==> config.mk <==
export PLATFORM = sky130hd
export DESIGN_NAME = shift_unstreamer_flat
export DESIGN_NICKNAME = d
export VERILOG_FILES = /design/src/rtl/shift_unstreamer_if.sv /design/src/rtl/shift_unstreamer.sv /design/src/flat_wrapper.sv
export SDC_FILE = /design/constraint.sdc
export NUM_CORES = 1
export LEC_CHECK = 0
export ABC_CLOCK_PERIOD_IN_PS = 8900
export CAP_MARGIN = 0
export CORE_MARGIN = 2
export CORE_UTILIZATION = 60
export CTS_CLUSTER_DIAMETER = 30
export DETAILED_ROUTE_END_ITERATION = 10
export PLACE_DENSITY = 0.87
export SLEW_MARGIN = 20
export SYNTH_ARGS = -nofsm -noshare
export SYNTH_HDL_FRONTEND = slang
export SYNTH_SLANG_ARGS = --single-unit
==> constraint.sdc <==
create_clock -name clk_i -period 8.9 [get_ports clk_i]
set_input_delay 1.335 -clock clk_i [delete_from_list [all_inputs] [get_ports clk_i]]
set_output_delay 1.335 -clock clk_i [all_outputs]
set_load 0.02 [all_outputs]
==> src/rtl/shift_unstreamer_if.sv <==
// Handshake bundle for shift_unstreamer.
//   Input stream  : data_i, last_i, vld_i -> rdy_o
//   Output window : data_o, avail_o, last_o, vld_o <- shift_i, rdy_i
// Signal names are written from the unpacker's point of view.
// slave  = unpacker side, master = producer/consumer side.
interface shift_unstreamer_if #(
    parameter int DATA_W = 8
);
    localparam int AW = $clog2(DATA_W + 1);

    logic [DATA_W-1:0] data_i;
    logic              last_i;
    logic              vld_i;
    logic              rdy_o;
    logic [DATA_W-1:0] data_o;
    logic [AW-1:0]     avail_o;
    logic              last_o;
    logic              vld_o;
    logic [AW-1:0]     shift_i;
    logic              rdy_i;

    modport slave (
        input  data_i, last_i, vld_i, shift_i, rdy_i,
        output rdy_o, data_o, avail_o, last_o, vld_o
    );

    modport master (
        output data_i, last_i, vld_i, shift_i, rdy_i,
        input  rdy_o, data_o, avail_o, last_o, vld_o
    );
endinterface

==> src/rtl/shift_unstreamer.sv <==
// shift_unstreamer: decoder-side bit unpacker. Packed DATA_W-bit words come in on
// the input stream. A DATA_W-bit MSB-aligned look-ahead window is presented to a
// variable-length symbol decoder, which consumes 0..DATA_W bits per handshake.
// Ports:
//   clk_i, rst_ni : clock, asynchronous active-low reset
//   bus (slave)   : input stream data_i/last_i/vld_i/rdy_o,
//                   window data_o/avail_o/last_o/vld_o, consume shift_i/rdy_i
//   flush_i       : drop all buffered bits and the last flag
//   idle_o        : buffer empty, no block in progress
//   err_o         : sticky over-consumption flag
// Optional macro SHIFT_UNSTREAMER_ERR_EN enables the err_o checker. Without it,
// err_o is tied low. Over-consumption always saturates to the buffered fill.
module shift_unstreamer #(
    parameter int DATA_W = 8
) (
    input  logic                  clk_i,
    input  logic                  rst_ni,
    shift_unstreamer_if.slave     bus,
    input  logic                  flush_i,
    output logic                  idle_o,
    output logic                  err_o
);
    localparam int AW = $clog2(DATA_W + 1);
    localparam int BW = 2 * DATA_W;
    localparam int FW = $clog2(BW + 1);

    typedef enum logic [1:0] {EMPTY, FILLING, AVAIL, DRAIN} st_e;

    st_e           st_q, st_d;
    logic [BW-1:0] buf_q, buf_d;
    logic [FW-1:0] fill_q, fill_d;
    logic          last_q, last_d;

    logic          vld, rdy, hs_out, hs_in;
    logic [FW-1:0] shift_ext, cons, tail;

    // Outputs depend on registered state only.
    assign vld         = (st_q == AVAIL) || (st_q == DRAIN);
    assign rdy         = (fill_q <= FW'(DATA_W)) && !last_q;
    assign bus.vld_o   = vld;
    assign bus.rdy_o   = rdy;
    assign bus.data_o  = buf_q[BW-1 -: DATA_W];
    assign bus.avail_o = (fill_q >= FW'(DATA_W)) ? AW'(DATA_W) : fill_q[AW-1:0];
    assign bus.last_o  = last_q && (fill_q <= FW'(DATA_W)) && vld;
    assign idle_o      = (st_q == EMPTY);

    assign hs_out    = vld && bus.rdy_i;
    assign hs_in     = bus.vld_i && rdy;
    assign shift_ext = FW'(bus.shift_i);
    // Saturate consumption to the bits actually held.
    assign cons      = hs_out ? ((shift_ext > fill_q) ? fill_q : shift_ext) : '0;
    // Post-consume tail position. It is <= DATA_W whenever rdy is high, so an
    // accepted word always fits.
    assign tail      = fill_q - cons;

    always_comb begin
        buf_d  = buf_q << cons;
        fill_d = tail;
        last_d = last_q;
        st_d   = st_q;
        if (hs_in) begin
            buf_d  = buf_d | ({bus.data_i, {DATA_W{1'b0}}} >> tail);
            fill_d = tail + FW'(DATA_W);
            last_d = bus.last_i;
        end
        if (fill_d == '0) begin
            last_d = 1'b0;
            st_d   = EMPTY;
        end else if (fill_d >= FW'(DATA_W)) begin
            st_d   = AVAIL;
        end else if (last_d) begin
            st_d   = DRAIN;
        end else begin
            st_d   = FILLING;
        end
        if (flush_i) begin
            buf_d  = '0;
            fill_d = '0;
            last_d = 1'b0;
            st_d   = EMPTY;
        end
    end

    always_ff @(posedge clk_i or negedge rst_ni) begin
        if (!rst_ni) begin
            st_q   <= EMPTY;
            buf_q  <= '0;
            fill_q <= '0;
            last_q <= 1'b0;
        end else begin
            st_q   <= st_d;
            buf_q  <= buf_d;
            fill_q <= fill_d;
            last_q <= last_d;
        end
    end

`ifdef SHIFT_UNSTREAMER_ERR_EN
    logic err_q, err_d;

    always_comb begin
        err_d = err_q;
        if (hs_out && ((shift_ext > fill_q) || (bus.shift_i > AW'(DATA_W))))
            err_d = 1'b1;
        if (flush_i)
            err_d = 1'b0;
    end

    always_ff @(posedge clk_i or negedge rst_ni) begin
        if (!rst_ni) err_q <= 1'b0;
        else         err_q <= err_d;
    end

    assign err_o = err_q;
`else
    assign err_o = 1'b0;
`endif

`ifndef SYNTHESIS
    a_shift_range: assert property (@(posedge clk_i) disable iff (!rst_ni)
        hs_out |-> (bus.shift_i <= AW'(DATA_W)));
    a_tail_zero: assert property (@(posedge clk_i) disable iff (!rst_ni)
        (buf_q << fill_q) == '0);
    a_fill_range: assert property (@(posedge clk_i) disable iff (!rst_ni)
        fill_q <= FW'(BW));
`endif
endmodule

==> src/flat_wrapper.sv <==
// flat-port wrapper written by rule: the top's interface ports become plain ports
module shift_unstreamer_flat 
#(
    parameter int DATA_W = 8
)
  (clk_i, rst_ni, flush_i, idle_o, err_o, bus_data_i, bus_last_i, bus_vld_i, bus_shift_i, bus_rdy_i, bus_rdy_o, bus_data_o, bus_avail_o, bus_last_o, bus_vld_o);
  shift_unstreamer_if #(.DATA_W(DATA_W)) bus_i ();
  input  logic clk_i;
  input  logic rst_ni;
  input  logic flush_i;
  output logic idle_o;
  output logic err_o;
  input wire logic [$bits(bus_i.data_i)-1:0] bus_data_i;
  input wire logic [$bits(bus_i.last_i)-1:0] bus_last_i;
  input wire logic [$bits(bus_i.vld_i)-1:0] bus_vld_i;
  input wire logic [$bits(bus_i.shift_i)-1:0] bus_shift_i;
  input wire logic [$bits(bus_i.rdy_i)-1:0] bus_rdy_i;
  output wire logic [$bits(bus_i.rdy_o)-1:0] bus_rdy_o;
  output wire logic [$bits(bus_i.data_o)-1:0] bus_data_o;
  output wire logic [$bits(bus_i.avail_o)-1:0] bus_avail_o;
  output wire logic [$bits(bus_i.last_o)-1:0] bus_last_o;
  output wire logic [$bits(bus_i.vld_o)-1:0] bus_vld_o;
  assign bus_i.data_i = bus_data_i;
  assign bus_i.last_i = bus_last_i;
  assign bus_i.vld_i = bus_vld_i;
  assign bus_i.shift_i = bus_shift_i;
  assign bus_i.rdy_i = bus_rdy_i;
  assign bus_rdy_o = bus_i.rdy_o;
  assign bus_data_o = bus_i.data_o;
  assign bus_avail_o = bus_i.avail_o;
  assign bus_last_o = bus_i.last_o;
  assign bus_vld_o = bus_i.vld_o;
  shift_unstreamer #(.DATA_W(DATA_W)) u_core (.clk_i(clk_i), .rst_ni(rst_ni), .bus(bus_i), .flush_i(flush_i), .idle_o(idle_o), .err_o(err_o));
endmodule
# Word-level counts from Yosys, hierarchy flattened
# Index checks and enable logic that the tools add are counted.
[classes]
addsub = 2
magnitude_cmp = 4
n_eq_ne = 2
shift = 2
mux = 14
bitwise_logic = 1
reduce_logical = 9
[ops]
columns = ["cell", "n"]
rows = [
  ["2-to-1 mux 16 bit", 2],
  ["2-to-1 mux 5 bit", 4],
  ["bitwise OR 16 bit", 1],
  ["left shift 16 x 5 -> 16 bit", 1],
  ["right shift 16 x 5 -> 16 bit", 1],
  ["greater-or-equal comparator 5 x 4 -> 1 bit, second input constant", 2],
  ["2-to-1 mux 2 bit", 4],
  ["adder 5 x 4 -> 5 bit, second input constant", 1],
  ["greater-than comparator 4 x 5 -> 1 bit", 1],
  ["less-or-equal comparator 5 x 4 -> 1 bit, second input constant", 1],
  ["logical AND 1 bit", 5],
  ["logical NOT 5 bit", 1],
  ["subtractor 5 bit", 1],
  ["equality test 2 bit, second input constant", 2],
  ["2-to-1 mux 4 bit", 1],
  ["2-to-1 mux 1 bit", 3],
  ["logical NOT 2 bit", 1],
  ["logical NOT 1 bit", 1],
  ["logical OR 1 bit", 1],
]
[word_totals]
reg_bits = 24
in_bits = 18
output_inout_bits = 17

# Depth between registers and ports, before layout
[logic_depth]
depth_word = 11
depth_mapped = 19
mapped_depth_nobuf = 16

# Worst setup path before layout
# Ideal clock, no wire load.
[synth_path]
path_type = "input to register"
from = "input bus_shift_i[3]"
to = "register u_core.st_q[1]"
setup_ps = 131
arrival_ps = 4826
required_ps = 8769
path_slack_ps = 3942
stages = 16
path_buffers = 2
cell_sequence = "ha_1 > a41o_1 > a21oi_4 > mux2i_2 > buf_6 > buf_12 > ha_1 > inv_1 > fa_1 > a21o_1 > a21oi_1 > xnor2_1 > xor2_1 > o31ai_1 > a311oi_1 > or3_1"
[synth_via]
elab_chain_cells = 10
[synth_lines]
columns = ["element", "line_no", "text"]
rows = [
  ["from (decl)", "flat_wrapper.sv:16", "input wire logic [$bits(bus_i.shift_i)-1:0] bus_shift_i;"],
  ["greater-than comparator 4 x 5 -> 1 bit", "shift_unstreamer.sv:51", "assign cons = hs_out ? ((shift_ext > fill_q) ? fill_q : shift_ext) : '0;"],
  ["2-to-1 mux 5 bit * (2 in series)", "shift_unstreamer.sv:51", ""],
  ["subtractor 5 bit *", "shift_unstreamer.sv:54", "assign tail = fill_q - cons;"],
  ["adder 5 x 4 -> 5 bit", "shift_unstreamer.sv:63", "fill_d = tail + FW'(DATA_W);"],
  ["2-to-1 mux 5 bit *", "shift_unstreamer.sv:61", "if (hs_in) begin"],
  ["greater-or-equal comparator 5 x 4 -> 1 bit", "shift_unstreamer.sv:69", "end else if (fill_d >= FW'(DATA_W)) begin"],
  ["2-to-1 mux 2 bit", "shift_unstreamer.sv:69", ""],
  ["2-to-1 mux 2 bit *", "shift_unstreamer.sv:66", "if (fill_d == '0) begin"],
  ["2-to-1 mux 2 bit *", "shift_unstreamer.sv:76", "if (flush_i) begin"],
  ["via u_core.st_d[1]", "shift_unstreamer.sv:29", "st_e st_q, st_d;"],
  ["to (signal assigned)", "shift_unstreamer.sv:91", "st_q <= st_d;"],
  ["to (decl)", "shift_unstreamer.sv:29", ""],
]
# Mark *: on every way through the listed nets, which the timed path passes. The rest lies on a longest branch.

# Worst setup path after layout
[layout_path]
from = "input bus_shift_i[0]"
to = "register u_core.buf_q[12]"
[layout_via]
elab_chain_cells = 8
[layout_lines]
columns = ["element", "line_no", "text"]
rows = [
  ["greater-than comparator 4 x 5 -> 1 bit", "shift_unstreamer.sv:51", ""],
  ["2-to-1 mux 5 bit * (2 in series)", "shift_unstreamer.sv:51", ""],
  ["subtractor 5 bit", "shift_unstreamer.sv:54", ""],
  ["right shift 16 x 5 -> 16 bit", "shift_unstreamer.sv:62", "buf_d = buf_d | ({bus.data_i, {DATA_W{1'b0}}} >> tail);"],
  ["bitwise OR 16 bit", "shift_unstreamer.sv:62", ""],
  ["2-to-1 mux 16 bit *", "shift_unstreamer.sv:61", ""],
  ["2-to-1 mux 16 bit *", "shift_unstreamer.sv:76", ""],
  ["via u_core.buf_d[12]", "shift_unstreamer.sv:30", "logic [BW-1:0] buf_q, buf_d;"],
  ["to (signal assigned)", "shift_unstreamer.sv:92", "buf_q <= buf_d;"],
  ["to (decl)", "shift_unstreamer.sv:30", ""],
]
# Marked as above.

==> qor.txt <==
WORST SETUP PATH
----------------------------------------------------------------------------------
Startpoint of the worst-slack reg-to-reg timing path                  u_core.fill_q[3]
Worst EP arrival                                                           6.03 ns
Critical path endpoint category                                          flip-flop
Crit path required time                                                    9.07 ns
Critical path startpoint category                                        input pin
Worst reg-to-reg path cell count                                                14
Setup slack of the most critical reg-to-reg path                           4.07 ns
Critical-path maximum fanout                                                    22
Crit Path Category                                                       in -> reg
End of the worst register-to-register path                            u_core.buf_q[12]

DETAILED ROUTING
----------------------------------------------------------------------------------
Average wire per standard cell                                             17.6 um
Wire length after detailed routing                                         6350 um
Number of optimization iterations in the first detailed-route pass               5
Number of antenna-violating nets in the routed design                            0
DRC Markers                                                                      0
First DRT Iteration DRCs                                                       251
Total vias in the final route                                                 2363
Per-cell via count in the routed design                                       6.55

YOSYS
----------------------------------------------------------------------------------
Number of synthesis warnings                                                     0
Share of the synthesized area in the top cell type                           24.3%
Unique cell type count in the Yosys netlist                                     61
Ranking of synthesized cells by area                                  dfrtp_1, mux2i_1, nor2_1
Net count after synthesis                                                      326
Sequential fraction of the synthesis area                                    24.3%
Cells after Synth                                                              298
Per-instance average area after synthesis                                8.31 um^2
Most used flip-flop cell after synthesis                                   dfrtp_1
Yosys top cell by area                                                     dfrtp_1
Count of flip-flops with a built-in enable after synthesis                       0
Ys async rst share                                                            100%
Post-synthesis register bit count                                               24
Mapped cell area                                                         2480 um^2

GLOBAL ROUTE
----------------------------------------------------------------------------------
Total global-route track usage                                               29.3%
Initial antenna violation count                                                  0
GR peak layer                                                                 met2
First-pass GRT wire length                                                10200 um
Met2 GRT Util                                                                44.4%
GR Layer Usage met3                                                          3.29%
Pin count of the biggest net entering global routing                            25
Met1 Track Usage GR                                                          43.6%
Total overflow reported by the global router                                     0
Vias in the first global route                                                2071

FINAL LAYOUT
----------------------------------------------------------------------------------
Share of final-layout standard cells stronger than drive strength 1          8.36%
Number of nets at the end of the flow                                          341
Antenna cells                                                                    0
Number of fill cells in the layout                                             324
Area growth syn-to-layout                                                    11.8%

HOLD PATH
----------------------------------------------------------------------------------
Hold Path Sink                                                        u_core.last_q
Beginning of the worst hold path                                      u_core.last_q
Type of the worst min-delay path                                        reg -> reg
Number of stages on the worst hold path                                          2

FLOORPLANNING
----------------------------------------------------------------------------------
Boundary pin count                                                              35
Die Footprint                                                            4660 um^2
Floorplan Core Area                                                      4000 um^2
Num rows                                                                        23
Die width                                                                  68.2 um
Initial Util                                                                 61.9%
Die Y                                                                      68.2 um

CTS
----------------------------------------------------------------------------------
Post-CTS Hold Buffers                                                            0
H-tree level count                                                               1
Master cell of the clock root buffer                                      clkbuf_8
Number of resized instances in the post-cts repair step                          0
Total setup buffers inserted after CTS                                           0
Clock Tree Buf Depth                                                             2
Total number of clock tree sinks                                                24
Worst skew pair latency                                                    0.27 ns
Total CTS buffers                                                                3
Clk slew on worst S/H paths                                                0.09 ns
TritonCTS clock tree                                                          done

POWER
----------------------------------------------------------------------------------
Switching pwr                                                             0.611 mW
Relative contribution of sequential cells to total power                     17.6%
Cell Int Power                                                            0.537 mW
Clock network fraction of total power                                         5.7%
Part of the power in combinational logic                                     76.7%
Power, Total                                                               1.15 mW
Total leakage power                                                        1.14 nW
PwrDens                                                                415 nW/um^2
Share of total power consumed by net switching                               53.2%
Worst IR Drop VDD                                                       0.000382 V

TIMING
----------------------------------------------------------------------------------
Transition time of the tightest slew-check pin                            0.980 ns
Max-slew headroom                                                            33.3%
Shortest period the worst path allows                                      5.86 ns
Number of hold violations in the final report                                    0
FMAX                                                                     0.171 GHz
Final-report setup violation count                                               0
RSZ-0062 raised after global routing                                         false
Number of pins exceeding their max-slew limit in the final report                0
Clock skew after layout                                                 0.00315 ns
Final-layout setup total negative slack                                       0 ns
Crit share post-route                                                        65.8%

PLACEMENT
----------------------------------------------------------------------------------
I/O Buffers                                                                     33
RD Place Congestion                                                          0.967
Half-perimeter wire length after placement                                 4720 um

JOB
----------------------------------------------------------------------------------
Max-Cap Viols                                                                    0

RUN STATUS
----------------------------------------------------------------------------------
Run status                                                            complete, no violations

per-layer routing:
layer	routed length [um]	share of wire (%)
met1	2810	44
met2	2870	45
met3	540	8.5
met4	137	2.2
met5	0	0
sequential cells by signal, summed over array words and instances (netlist names):
signal and flops:
u_core.buf_q 16, u_core.fill_q 5, u_core.last_q 1, u_core.st_q 2
how the worst max path moves through the flow:
stage                        start                to  depth (start not counted)
floorplan           bus_shift_i[3]    u_core.st_q[1]                         16
global placement    bus_shift_i[0]    u_core.st_q[1]                         16
detailed placement  bus_shift_i[0]    u_core.st_q[1]                         16
CTS                 bus_shift_i[0]    u_core.st_q[1]                         16
global route        bus_shift_i[0]  u_core.buf_q[12]                         15
finish              bus_shift_i[0]  u_core.buf_q[12]                         15
final cells by class:
type	instances	area, um^2	share of cell area (%)
clock buffer	3	41.3	1.49
inverter	13	48.8	1.76
multi-input combinational	236	1670	60.5
sequential	24	601	21.7
tap	50	62.6	2.26
timing repair buffer	35	340	12.3
synthesized netlist by cell type, types with 7 or more instances:
library cell	count
a21oi_1	19
a22oi_1	8
buf_4	9
dfrtp_1	24
ha_1	9
inv_1	12
mux2_2	7
mux2i_1	34
nand2_1	24
nand3_1	10
nor2_1	33
nor3_1	9
o21ai_0	14
metrics by stage:
step / worst slack [ns] / instance area [um^2] / utilization (%) / std cells / hold slack, ns
after CTS: 3.07 / 2770 / 69.3 / 361 / 0.718
after detailed placement: 2.79 / 2730 / 68.3 / 358 / 0.702
after floorplan: 3.94 / 2480 / - / 298 / 0.599
final: 3.04 / 2770 / 69.2 / 361 / 0.725
after global placement: 2.96 / 2730 / 68.3 / 358 / 0.713
after global routing: 2.71 / 2770 / 69.2 / 361 / 0.773
worst max-delay path, cell delays in order:
cell and delay [ns]:
clkdlybuf4s50_1 0.52, inv_1 0.06, ha_1 0.28, a41o_1 0.26, a21oi_4 0.27, mux2i_4 0.88
ha_1 0.30, inv_1 0.07, a21o_1 0.17, a21o_1 0.21, xnor2_2 0.61, nand2_1 0.32
nor3_1 0.47, a211oi_1 0.08, nor3_1 0.21
cells by family after synthesis:
| kind of cell | count (synthesis) | share of synthesized area [%] |
|---|---|---|
| compound gates | 71 | 19.0 |
| xor+xnor | 8 | 3.13 |
| fa+ha+maj | 10 | 5.36 |
| buf+inv | 38 | 8.49 |
| flops | 24 | 24.3 |
| mux | 46 | 20.5 |
| other cells | 1 | 0.151 |
| simple gates | 100 | 19.2 |
layout by cell type, fill, tap and decap left out, types with 2 or more instances in the layout:
cell | Yosys | final
nor3_1 | 9 | 9
a21oi_1 | 19 | 19
a211oi_1 | 4 | 4
o22ai_1 | 5 | 5
o21a_1 | 2 | 2
a21o_1 | 3 | 3
dfrtp_1 | 24 | 24
and3_1 | 3 | 3
nand2_1 | 24 | 24
o31ai_1 | 2 | 2
o211ai_1 | 2 | 2
or3_1 | 2 | 2
xnor2_1 | 4 | 4
mux2i_4 | 1 | 2
mux2_2 | 7 | 7
inv_1 | 12 | 12
nor4_1 | 6 | 6
ha_1 | 9 | 9
nor2_1 | 33 | 33
o21ai_0 | 14 | 14
a22oi_1 | 8 | 8
and2_1 | 2 | 2
clkbuf_8 | 0 | 3
nand4_1 | 2 | 2
clkdlybuf4s50_1 | 0 | 32
mux2i_1 | 34 | 34
nand3_1 | 10 | 10
xor2_1 | 3 | 3
buf_4 | 9 | 2
a311oi_1 | 2 | 2
power groups by stage:
stage	clock network (mW)	registers (mW)	logic [mW]
3_5_place_dp	0	0.202	0.858
2_1_floorplan	0	0.187	0.691
4_1_cts	0.0660	0.199	0.862
6_report	0.0656	0.202	0.881
5_1_grt	0.0706	0.206	0.964
3_3_place_gp	0	0.200	0.848
Power figures use the tool's default switching activity.
